[src/rtl/update_scheduler.sv]
// update_scheduler: queues host edge-weight updates and issues them one at a
// time to the graph-update / Bellman-Ford / cycle-detect container, driving
// its reset/done handshake and aborting runs that hang past TIMEOUT cycles.
module update_scheduler #(
    parameter int IDX_W    = 8,
    parameter int WEIGHT_W = 32,
    parameter int DEPTH    = 8,
    parameter int TIMEOUT  = 65535
) (
    input  logic                        clk,
    input  logic                        reset_n,
    input  logic                        upd_valid,
    output logic                        upd_ready,
    input  logic [IDX_W-1:0]            upd_src,
    input  logic [IDX_W-1:0]            upd_dst,
    input  logic [WEIGHT_W-1:0]         upd_e,
    input  logic                        cfg_src_we,
    input  logic [IDX_W-1:0]            cfg_src,
    output logic [IDX_W-1:0]            src,
    output logic [IDX_W-1:0]            u_src,
    output logic [IDX_W-1:0]            u_dst,
    output logic [WEIGHT_W-1:0]         u_e,
    output logic                        container_reset,
    input  logic                        container_done,
    output logic                        busy,
    output logic                        run_done,
    output logic                        timeout_err,
    input  logic                        err_clr,
    output logic [15:0]                 run_count,
    output logic [$clog2(DEPTH):0]      fifo_level
);
    localparam int PTR_W = $clog2(DEPTH);
    localparam int LVL_W = PTR_W + 1;
    localparam int WD_W  = $clog2(TIMEOUT + 1);
    localparam logic [LVL_W-1:0] LVL_FULL = LVL_W'(DEPTH);
    localparam logic [WD_W-1:0]  WD_LAST  = WD_W'(TIMEOUT - 1);

    typedef struct packed {
        logic [IDX_W-1:0]    s;
        logic [IDX_W-1:0]    d;
        logic [WEIGHT_W-1:0] e;
    } upd_t;

    typedef enum logic [2:0] {
        S_IDLE, S_LAUNCH, S_RUN, S_COMPLETE, S_ABORT
    } state_t;

    state_t            state_q, state_d;
    upd_t              mem [DEPTH];
    upd_t              head;
    logic [PTR_W-1:0]  wr_ptr, rd_ptr;
    logic [LVL_W-1:0]  level;
    logic [WD_W-1:0]   wd_q;
    logic              ready_en;
    logic              push, pop;
    logic              cr_d, done_d, abort_d, load_d;

    // ready stays low through reset and the release cycle edge
    always_ff @(posedge clk or negedge reset_n) begin
        if (!reset_n) ready_en <= 1'b0;
        else          ready_en <= 1'b1;
    end

    assign upd_ready  = ready_en && (level != LVL_FULL);
    assign push       = upd_valid && upd_ready;
    assign pop        = ((state_q == S_COMPLETE) || (state_q == S_ABORT)) && (level != '0);
    assign head       = mem[rd_ptr];
    assign fifo_level = level;
    assign busy       = (state_q != S_IDLE);

    // FIFO storage; contents are don't-care until written so no reset
    always_ff @(posedge clk) begin
        if (push) mem[wr_ptr] <= '{s: upd_src, d: upd_dst, e: upd_e};
    end

    // FIFO pointers and occupancy; pointers wrap naturally (DEPTH is 2^n)
    always_ff @(posedge clk or negedge reset_n) begin
        if (!reset_n) begin
            wr_ptr <= '0;
            rd_ptr <= '0;
            level  <= '0;
        end else begin
            if (push) wr_ptr <= wr_ptr + PTR_W'(1);
            if (pop)  rd_ptr <= rd_ptr + PTR_W'(1);
            case ({push, pop})
                2'b10:   level <= level + LVL_W'(1);
                2'b01:   level <= level - LVL_W'(1);
                default: level <= level;
            endcase
        end
    end

    // state register
    always_ff @(posedge clk or negedge reset_n) begin
        if (!reset_n) state_q <= S_IDLE;
        else          state_q <= state_d;
    end

    // next-state: done beats the watchdog when both land in the same cycle
    always_comb begin
        state_d = state_q;
        case (state_q)
            S_IDLE:     if (level != '0) state_d = S_LAUNCH;
            S_LAUNCH:   state_d = S_RUN;
            S_RUN: begin
                if (container_done)       state_d = S_COMPLETE;
                else if (wd_q == WD_LAST) state_d = S_ABORT;
            end
            S_COMPLETE: state_d = S_IDLE;
            S_ABORT:    state_d = S_IDLE;
            default:    state_d = S_IDLE;
        endcase
    end

    // output decode from the upcoming state so outputs register in step with it
    always_comb begin
        cr_d    = (state_d != S_RUN);
        done_d  = (state_d == S_COMPLETE);
        abort_d = (state_d == S_ABORT);
        load_d  = (state_d == S_LAUNCH);
    end

    // registered outputs, watchdog and source-vertex config
    always_ff @(posedge clk or negedge reset_n) begin
        if (!reset_n) begin
            container_reset <= 1'b1;
            run_done        <= 1'b0;
            timeout_err     <= 1'b0;
            run_count       <= '0;
            u_src           <= '0;
            u_dst           <= '0;
            u_e             <= '0;
            src             <= '0;
            wd_q            <= '0;
        end else begin
            container_reset <= cr_d;
            run_done        <= done_d;
            if (done_d) run_count <= run_count + 16'd1;
            // a new abort wins over a coincident clear
            if (abort_d)      timeout_err <= 1'b1;
            else if (err_clr) timeout_err <= 1'b0;
            if (load_d) begin
                u_src <= head.s;
                u_dst <= head.d;
                u_e   <= head.e;
            end
            // src only moves between runs so the container sees it stable
            if (cfg_src_we && (state_q == S_IDLE)) src <= cfg_src;
            if (state_q == S_LAUNCH)   wd_q <= '0;
            else if (state_q == S_RUN) wd_q <= wd_q + WD_W'(1);
        end
    end
endmodule

[config.mk]
export PLATFORM = sky130hd
export DESIGN_NAME = update_scheduler
export DESIGN_NICKNAME = d
export VERILOG_FILES = /design/src/rtl/update_scheduler.sv
export SDC_FILE = /design/constraint.sdc
export NUM_CORES = 1
export LEC_CHECK = 0
export CAP_MARGIN = 10
export CORE_MARGIN = 5
export CORE_UTILIZATION = 25
export DETAILED_ROUTE_END_ITERATION = 12
export PLACE_DENSITY_LB_ADDON = 0.12
export SYNTH_ARGS = -nofsm -noshare
export SYNTH_HDL_FRONTEND = slang
export SYNTH_SLANG_ARGS = --single-unit
export TNS_END_PERCENT = 20
[constraint.sdc]
create_clock -name clk -period 5.1 [get_ports clk]
set_clock_uncertainty 0.1 [all_clocks]
set_input_delay 0.765 -clock clk [delete_from_list [all_inputs] [get_ports clk]]
set_output_delay 0.765 -clock clk [all_outputs]
set_load 0.1 [all_outputs]
-- Word-level counts from Yosys, hierarchy flattened
Memory sizes are Yosys's and may differ from the RTL's. A register that Yosys moved wholly into a read port is not among the register bits.
Cells that the tools add are included.
- bits in registers: 57
- RAM bits: 384
- bits of input ports: 62
- output and inout port bits: 81
- logic and storage cells: 53
- memories kept: 1
- memory list (memory ; depth ; bits a word ; rd ports ; clocked after memory_dff ; wr ports ; RTL line ; text):
    mem ; 8 ; 48 ; 1 ; 1 ; 1 ; 49 ; upd_t mem [DEPTH];
- add/subtract/negate cells: 6
- equality and inequality tests: 12
- multiplexer cells: 11
- reduce and logical (&&, ||, !) cells: 12
- operators by type and width (cell ; number):
    16-bit by 1-bit adder with 16-bit output, second input constant ; 2
    16-bit 2-to-1 mux ; 2
    16-bit == test, second input constant ; 1
    3-bit by 2-bit == test with 1-bit output, second input constant ; 3
    3-bit 2-to-1 mux ; 3
    3-bit one-hot mux with 3 select lines ; 1
    4-bit one-hot mux with 2 select lines ; 1
    3-bit by 1-bit adder with 3-bit output, second input constant ; 2
    3-bit by 1-bit == test with 1-bit output, second input constant ; 2
    3-bit == test, second input constant ; 2
    2-bit nonzero test ; 3
    4-bit by 1-bit adder with 4-bit output, second input constant ; 1
    1-bit logical AND ; 4
    1-bit 2-to-1 mux ; 4
    4-bit inequality test, second input constant ; 1
    4-bit nonzero test ; 1
    4-bit by 1-bit subtractor with 4-bit output, second input constant ; 1
    3-bit zero test ; 1
    3-bit by 2-bit inequality test with 1-bit output, second input constant ; 1
    3-bit nonzero test ; 1
    2-bit by 1-bit == test with 1-bit output, second input constant ; 1
    2-bit == test, second input constant ; 1
    1-bit zero test ; 1
    1-bit logical OR ; 1

-- Logic depth before layout (Yosys ltp)
- depth in word-level cells: 6
- depth in mapped cells: 10

-- Worst setup path before layout
No wires, ideal clock.
- kind: register to register
- from: register level[0], in the netlist fifo_level[0]
- to: memory mem[0][0] (netlist bit) (enable)
- setup time: 0.513 ns
- arrival time: 5.007 ns
- data required time: 4.487 ns
- slack: -0.520 ns
- cell stages (with the launch flop): 6
- buffers on the path: 1
- cell sequence: dfrtp_1 > or4b_2 > and3_1 > clkbuf_1 > nand2b_1 > nor3_1
- word-level cells in the longest chain between the ends: 5
- ends and longest elaborated chain (element ; RTL line ; text):
    start: declaration ; 52 ; logic [LVL_W-1:0] level;
    start signal: assignment ; 86 ; 2'b10: level <= level + LVL_W'(1);
    start signal: assignment ; 87 ; 2'b01: level <= level - LVL_W'(1);
    start signal: assignment ; 88 ; default: level <= level;
    4-bit inequality test ; 64 ; assign upd_ready = ready_en && (level != LVL_FULL);
    1-bit logical AND ; 64 ;
    1-bit logical AND ; 65 ; assign push = upd_valid && upd_ready;
    1-bit 2-to-1 mux ; 73 ; if (push) mem[wr_ptr] <= '{s: upd_src, d: upd_dst, e: upd_e};
    1-bit 2-to-1 mux (not written as such) ; 73 ;
    end: declaration ; 49 ;
Every way passes these cells.

-- Worst setup path in the final report
- from: register level[0], in the netlist fifo_level[0]
- to: output upd_ready
- word-level cells in the longest chain between the ends: 2
- ends and longest elaborated chain (element ; RTL line ; text):
    4-bit inequality test ; 64 ;
    1-bit logical AND ; 64 ;
    end: declaration ; 13 ; output logic upd_ready,
Every way passes these cells.

==> flow_metrics.env <==
export IMPL_ys_async_sr_fraction=0.2147
export IMPL_yosys_warnings=0
export IMPL_power_uw=14780
export IMPL_initial_core_util=0.2520
export IMPL_p_per_area_nw_per_um2=632.6
export IMPL_cts_max_path_buffers=3
export IMPL_first_iter_violations=465
export IMPL_wl_per_cell_um=20.18
export IMPL_drive_above_1_share=0.2057
export IMPL_synthDistinctLibCells=44
export IMPL_path_max_fanout=6
export IMPL_syn_nets=1042
export IMPL_finish_utilization=0.3143
export IMPL_die_area_um2=80500
export IMPL_rsz0062_at_grt="false"
export IMPL_switching_share=0.3865
export IMPL_grt_max_degree=54
export IMPL_synth_fa_ha_area_frac=0.006412
export IMPL_area_growth_syn_to_layout_pct=24.69
export IMPL_ant_nets=0
export IMPL_place_area_um2=21460
export IMPL_holdBufCountCts=0
export IMPL_worstReg2RegStart="fifo_level[0]"
export IMPL_reg2reg_depth=7
export IMPL_post_drt_via_cell_ratio=4.266
export IMPL_path_class="reg -> out"
export IMPL_fp_dieH_um=283.7
export IMPL_post_synth_and_or_nand_nor_area_fraction=0.04328
export IMPL_rows=100
export IMPL_critPathArrivalTime_ns=2.95
export IMPL_synth_xor_area_frac=0.01449
export IMPL_power_switching_uw=5711
export IMPL_cap_violations=0
export IMPL_final_hold_violation_count=0
export IMPL_setup_tns_ns=0
export IMPL_vdd_ir_drop_max_v=0.0004230
export IMPL_synth_top_area_frac=0.6156
export IMPL_root_buffer="clkbuf_16"
export IMPL_syn_area_um2=18730
export IMPL_io_pins=143
export IMPL_r2r_end="fifo_level[3]"
export IMPL_cts_buffers=56
export IMPL_antenna_found_initial=5
export IMPL_worst_slack_ns=1.288
export IMPL_insertion_delay_ns=0.61
export IMPL_p_int_uw=9064
export IMPL_r2r_slack_ns=2.08
export IMPL_post_cts_resized=0
export IMPL_synth_seq_cells=489
export IMPL_drt_pass1_iter_count=4
export IMPL_fmax_mhz=262.3
export IMPL_slew_violations=0
export IMPL_setup_viol=0
export IMPL_coreArea_um2=74320
export IMPL_synthMuxAreaShare=0.1482
export IMPL_synth_flop_cell="edfxtp_1"
export IMPL_worstMarginPinSlew_ns=1.047
export IMPL_clkPwrFrac=0.277
export IMPL_h_tree_depth=2
export IMPL_ys_top_cells_by_count="edfxtp_1, dfrtp_1, mux4_2"
export IMPL_clk_pin_slew_ns=0.05
export IMPL_synth_top_family_by_area="multiplexers"
export IMPL_cts_tree="done"
export IMPL_period_minus_slack_ns=3.812
export IMPL_finalCritPeriodShare=0.7475
export IMPL_syn_avg_cell_area_um2=19.29
export IMPL_hpwl_um=26350
export IMPL_seq_power_share=0.366
export IMPL_comb_power_share=0.357
export IMPL_dp_slack_ns=1.524
export IMPL_required_ns=4.24
export IMPL_clock_sinks=489
export IMPL_yosysSeqAreaShare=0.7559
export IMPL_cts_setup_buffers=0
export IMPL_grt_pass1_wl_um=66820
export IMPL_synth_top_area_cell="edfxtp_1"
export IMPL_wirelength_um=43730
export IMPL_synth_area_leaders="edfxtp_1, dfrtp_1, mux4_2, mux2i_1, nor2_1"
export IMPL_slew_limit_headroom=0.3001
export IMPL_drc_errors=0
export IMPL_hold_class="in -> async"
export IMPL_synth_compound_area_frac=0.01870
export IMPL_grt_pass1_vias=10106
export IMPL_vias=9244
export IMPL_die_w_um=283.7
export IMPL_end_kind="output pin"
export IMPL_port_buffers=142
export IMPL_finalNetCount=1219
export IMPL_globalplace_congestion=0.6858
export IMPL_synthCells=971
export IMPL_status="finished clean"
export IMPL_final_area_um2=23360
export IMPL_start_kind="register"
export IMPL_synth_edf_count=384
export IMPL_cp_startpoint="fifo_level[0]"
export IMPL_p_leak_uw=0.007827
export IMPL_gr_total_overflow=0
export IMPL_yosysMostFrequentCell="edfxtp_1"
export IMPL_grt_usage=0.1081
how the worst max path moves through the flow:
stage	end	cells past startpoint
after floorplan	mem[1][0]	5
after global placement	mem[2][27]	5
after detailed placement	mem[2][27]	5
after CTS	upd_ready	3
after global routing	upd_ready	3
final	upd_ready	3
power by group through the flow:
stage | Combinational [µW] | Sequential (µW) | Clock, µW
2_1_floorplan | 2270 | 7070 | 0
3_3_place_gp | 5410 | 5520 | 0
3_5_place_dp | 5420 | 5520 | 0
4_1_cts | 5430 | 5450 | 4250
5_1_grt | 5630 | 5520 | 4410
6_report | 5270 | 5410 | 4090
area by class of cell:
type	instances	area (µm²)
clock inverters	38	409.1
well taps	969	1212
inverters	11	41.29
flip-flops and latches	489	14170
fillers	7262	50970
diodes	2	5.005
clock buffers	68	1486
repair buffers	165	1629
multi-input cells	425	4402
logic make-up after synthesis:
logic type,after synthesis
DFF,489
and+or+nand+nor,162
muxes,156
AOI/OAI and AO/OA,66
buffers and inverters,57
xor gates and xnor gates,31
adders and majority gates,9
other,1
cells in the final DEF, fill, tap and decap left out, types with 6 or more instances in the layout:
cell and n:
edfxtp_1 384, clkdlybuf4s50_1 141, dfrtp_1 101, mux4_2 96, nor2_1 66, clkbuf_16 56
a21oi_1 53, mux2i_1 49, nand2_1 21, xnor2_1 21, buf_4 21, clkinv_2 15
nand3_1 13, nand4_1 12, inv_1 11, mux2_2 11, xor2_1 10, nor4_1 8
ha_1 8, clkbuf_1 8, o21ai_0 7, nor2_4 7, bufinv_16 7, clkinv_1 6
state kept, by name, indices dropped and copies added, names as in the netlist:
name	flops
wr_ptr	3
timeout_err	1
src	8
u_e	32
state_q	3
run_count	16
u_src	8
rd_ptr	3
mem	384
ready_en	1
wd_q	16
u_dst	8
container_reset	1
fifo_level	4
run_done	1
per-stage QoR:
step                      cells  hold slack (ns)
final                      2167           0.1791
after CTS                  2165           0.1799
after global placement     2059           0.3661
after detailed placement   2059           0.3635
after global routing       2165           0.2316
after floorplan             971           0.3694
worst max-delay path: stages (launching register included):
cell	delay (ns)
dfrtp_1	0.45
or4b_2	0.71
and2_1	0.22
clkdlybuf4s50_1	0.97
layer usage:
metal / up-vias / track usage / part of all wire
met3: 73 / 0.02618 / 0.051
met1: 4773 / 0.1449 / 0.44
met2: 184 / 0.1775 / 0.48
li1: 4210 / - / -
met5: - / 0 / 0.00041
met4: 4 / 0.02718 / 0.021
Power figures use the tool's default switching activity.
==> patch: new RTL, same flow settings <==
`IDX_W`: 8 -> 9.
--- a/src/rtl/update_scheduler.sv
+++ b/src/rtl/update_scheduler.sv
@@ -4,3 +4,3 @@
 module update_scheduler #(
-    parameter int IDX_W    = 8,
+    parameter int IDX_W    = 9,
     parameter int WEIGHT_W = 32,
Ports: changed (6 resized); port bits go from 143 to 149. The function was not compared with the original's and may differ.
==> patch against the unedited design <==
- clock power down 7.3%
- synthesized cell count up 2.7%
- global-route usage up 0.36 points
- wire length up 5.8%
- critical path type unchanged
- sequential share of layout area up 0.62 points
- sequential cell count up 19
- synthesized area up 3.3%
- final area up 2.9%
- power up 0.87%
- combinational power up 4.7%
- worst setup slack better by 13 ps
- first-iteration DRC count down 0.86%
==> patch: results (changes against the unedited design) <==
Status
The run finished with clean final reports.

Global routing
The maximum number of pins on one net before global-route repair is 67 (+24%). The number of global-route vias before repair is 10300 (+2.1%). The overall track demand over capacity in global routing came to 0.112 (+0.00361). The wire length of the first global-routing pass is 69400 um (+3.9%).

Synthesis
The commonest cells after synthesis are 400 x edfxtp_1, 107 x dfrtp_1, 100 x mux4_2. The number of synthesized flops with an enable pin is 400 (+4.2%). The compound-cell area share of the yosys netlist came to 0.0186 (-0.0000849). Yosys attributes the largest share of cell area to edfxtp_1 62%, dfrtp_1 14%, mux4_2 12%. The sequential cell area fraction in the yosys report is 0.760 (+0.00437). The multiplexer share of the synthesized area is 0.150 (+0.00150). The XOR/XNOR share of the synthesized area is 0.0140 (-0.000467). The net count after synthesis is 1071 (+2.8%). The post-synthesis share of cell area spent on full adders, half adders and majority gates is 0.00621 (-0.000206).

Clocking
The number of CTS-inserted buffers came to 57 (+1.8%). The clock edge transition at the registers on the reported setup and hold paths is 60 ps.

Finish
The net count of the finished layout was 1256 (+3.0%). The proportion of layout cells with a drive suffix above 1 was 0.185 (-0.0208). In the final layout, the registers with the most flip-flops are mem x400, u_e x32.

Pwr
The leakage dissipation came to 8.02 nW (+2.4%).

Detailed routing
The detail-routed net length per standard cell is 20.4 um (+1.0%). The initial detailed-routing violation count is 461 (-0.86%). The overall via count from detail_route is 9550 (+3.3%).

Worst setup path
The worst endpoint data arrival time is 2930 ps (-20 ps).

Place
The placer congestion estimate is 0.664 (-3.2%). The half-perimeter wire length of the detailed placement result is 27200 um (+3.3%).

Timing
The transition time of the tightest slew-check pin came to 1120 ps (+76.8 ps).
patch: worst paths after layout:
path / startpoint / to / slack (ps) / depth (start not counted)
max in group asynchronous: reset_n / u_dst[4] / 3650 / 2
hold / removal: reset_n / wd_q[14] / 120 / 1
setup / recovery: fifo_level[0] / upd_ready / 1300 / 3
setup reg to reg: fifo_level[0] / fifo_level[3] / 2080 / 8
min in group clk: run_count[15] / run_count[15] / 360 / 1
hold reg to reg: run_count[15] / run_count[15] / 360 / 1
patch: power breakdown:
part	internal, W	switching (W)	leakage (nW)
Sequential	0.00508	0.000516	4.91
Clock	0.00215	0.00164	0.837
Combinational	0.00182	0.00370	2.27
Total	0.00905	0.00585	8.02
patch: cell families after synthesis:
group                    Yosys count
flip-flops                       508
multiplexers                     163
AND/OR/NAND/NOR                  159
AO/OA/AOI/OAI                     69
buffers and inverters             57
XOR/XNOR                          31
adder cells (fa/ha/maj)            9
other                              1
patch: area by class of cell:
type,instances,area [um2]
diodes,1,2.50
clock buffers,77,1530
clock inverters,28,184
fillers,7585,53100
inverters,13,48.8
multi-input cells,432,4480
flip-flops and latches,508,14700
well taps,1040,1300
repair buffers,170,1750
patch: through the flow:
step | cell area, um2 | std cells | utilization | worst slack [ps]
finish | 24000 | 2269 | 0.312 | 1300
global route | 24000 | 2268 | 0.312 | 1190
CTS | 24000 | 2268 | 0.312 | 1240
detailed placement | 22300 | 2163 | 0.289 | 1660
global placement | 22300 | 2163 | 0.289 | 1670
floorplan | 19400 | 997 | - | -660
patch: metal layers:
| layer | wire, um | track usage |
|---|---|---|
| met1 | 21000 | 0.152 |
| met2 | 22000 | 0.181 |
| met3 | 2280 | 0.0279 |
| met4 | 952 | 0.0275 |
| met5 | 11 | 0 |
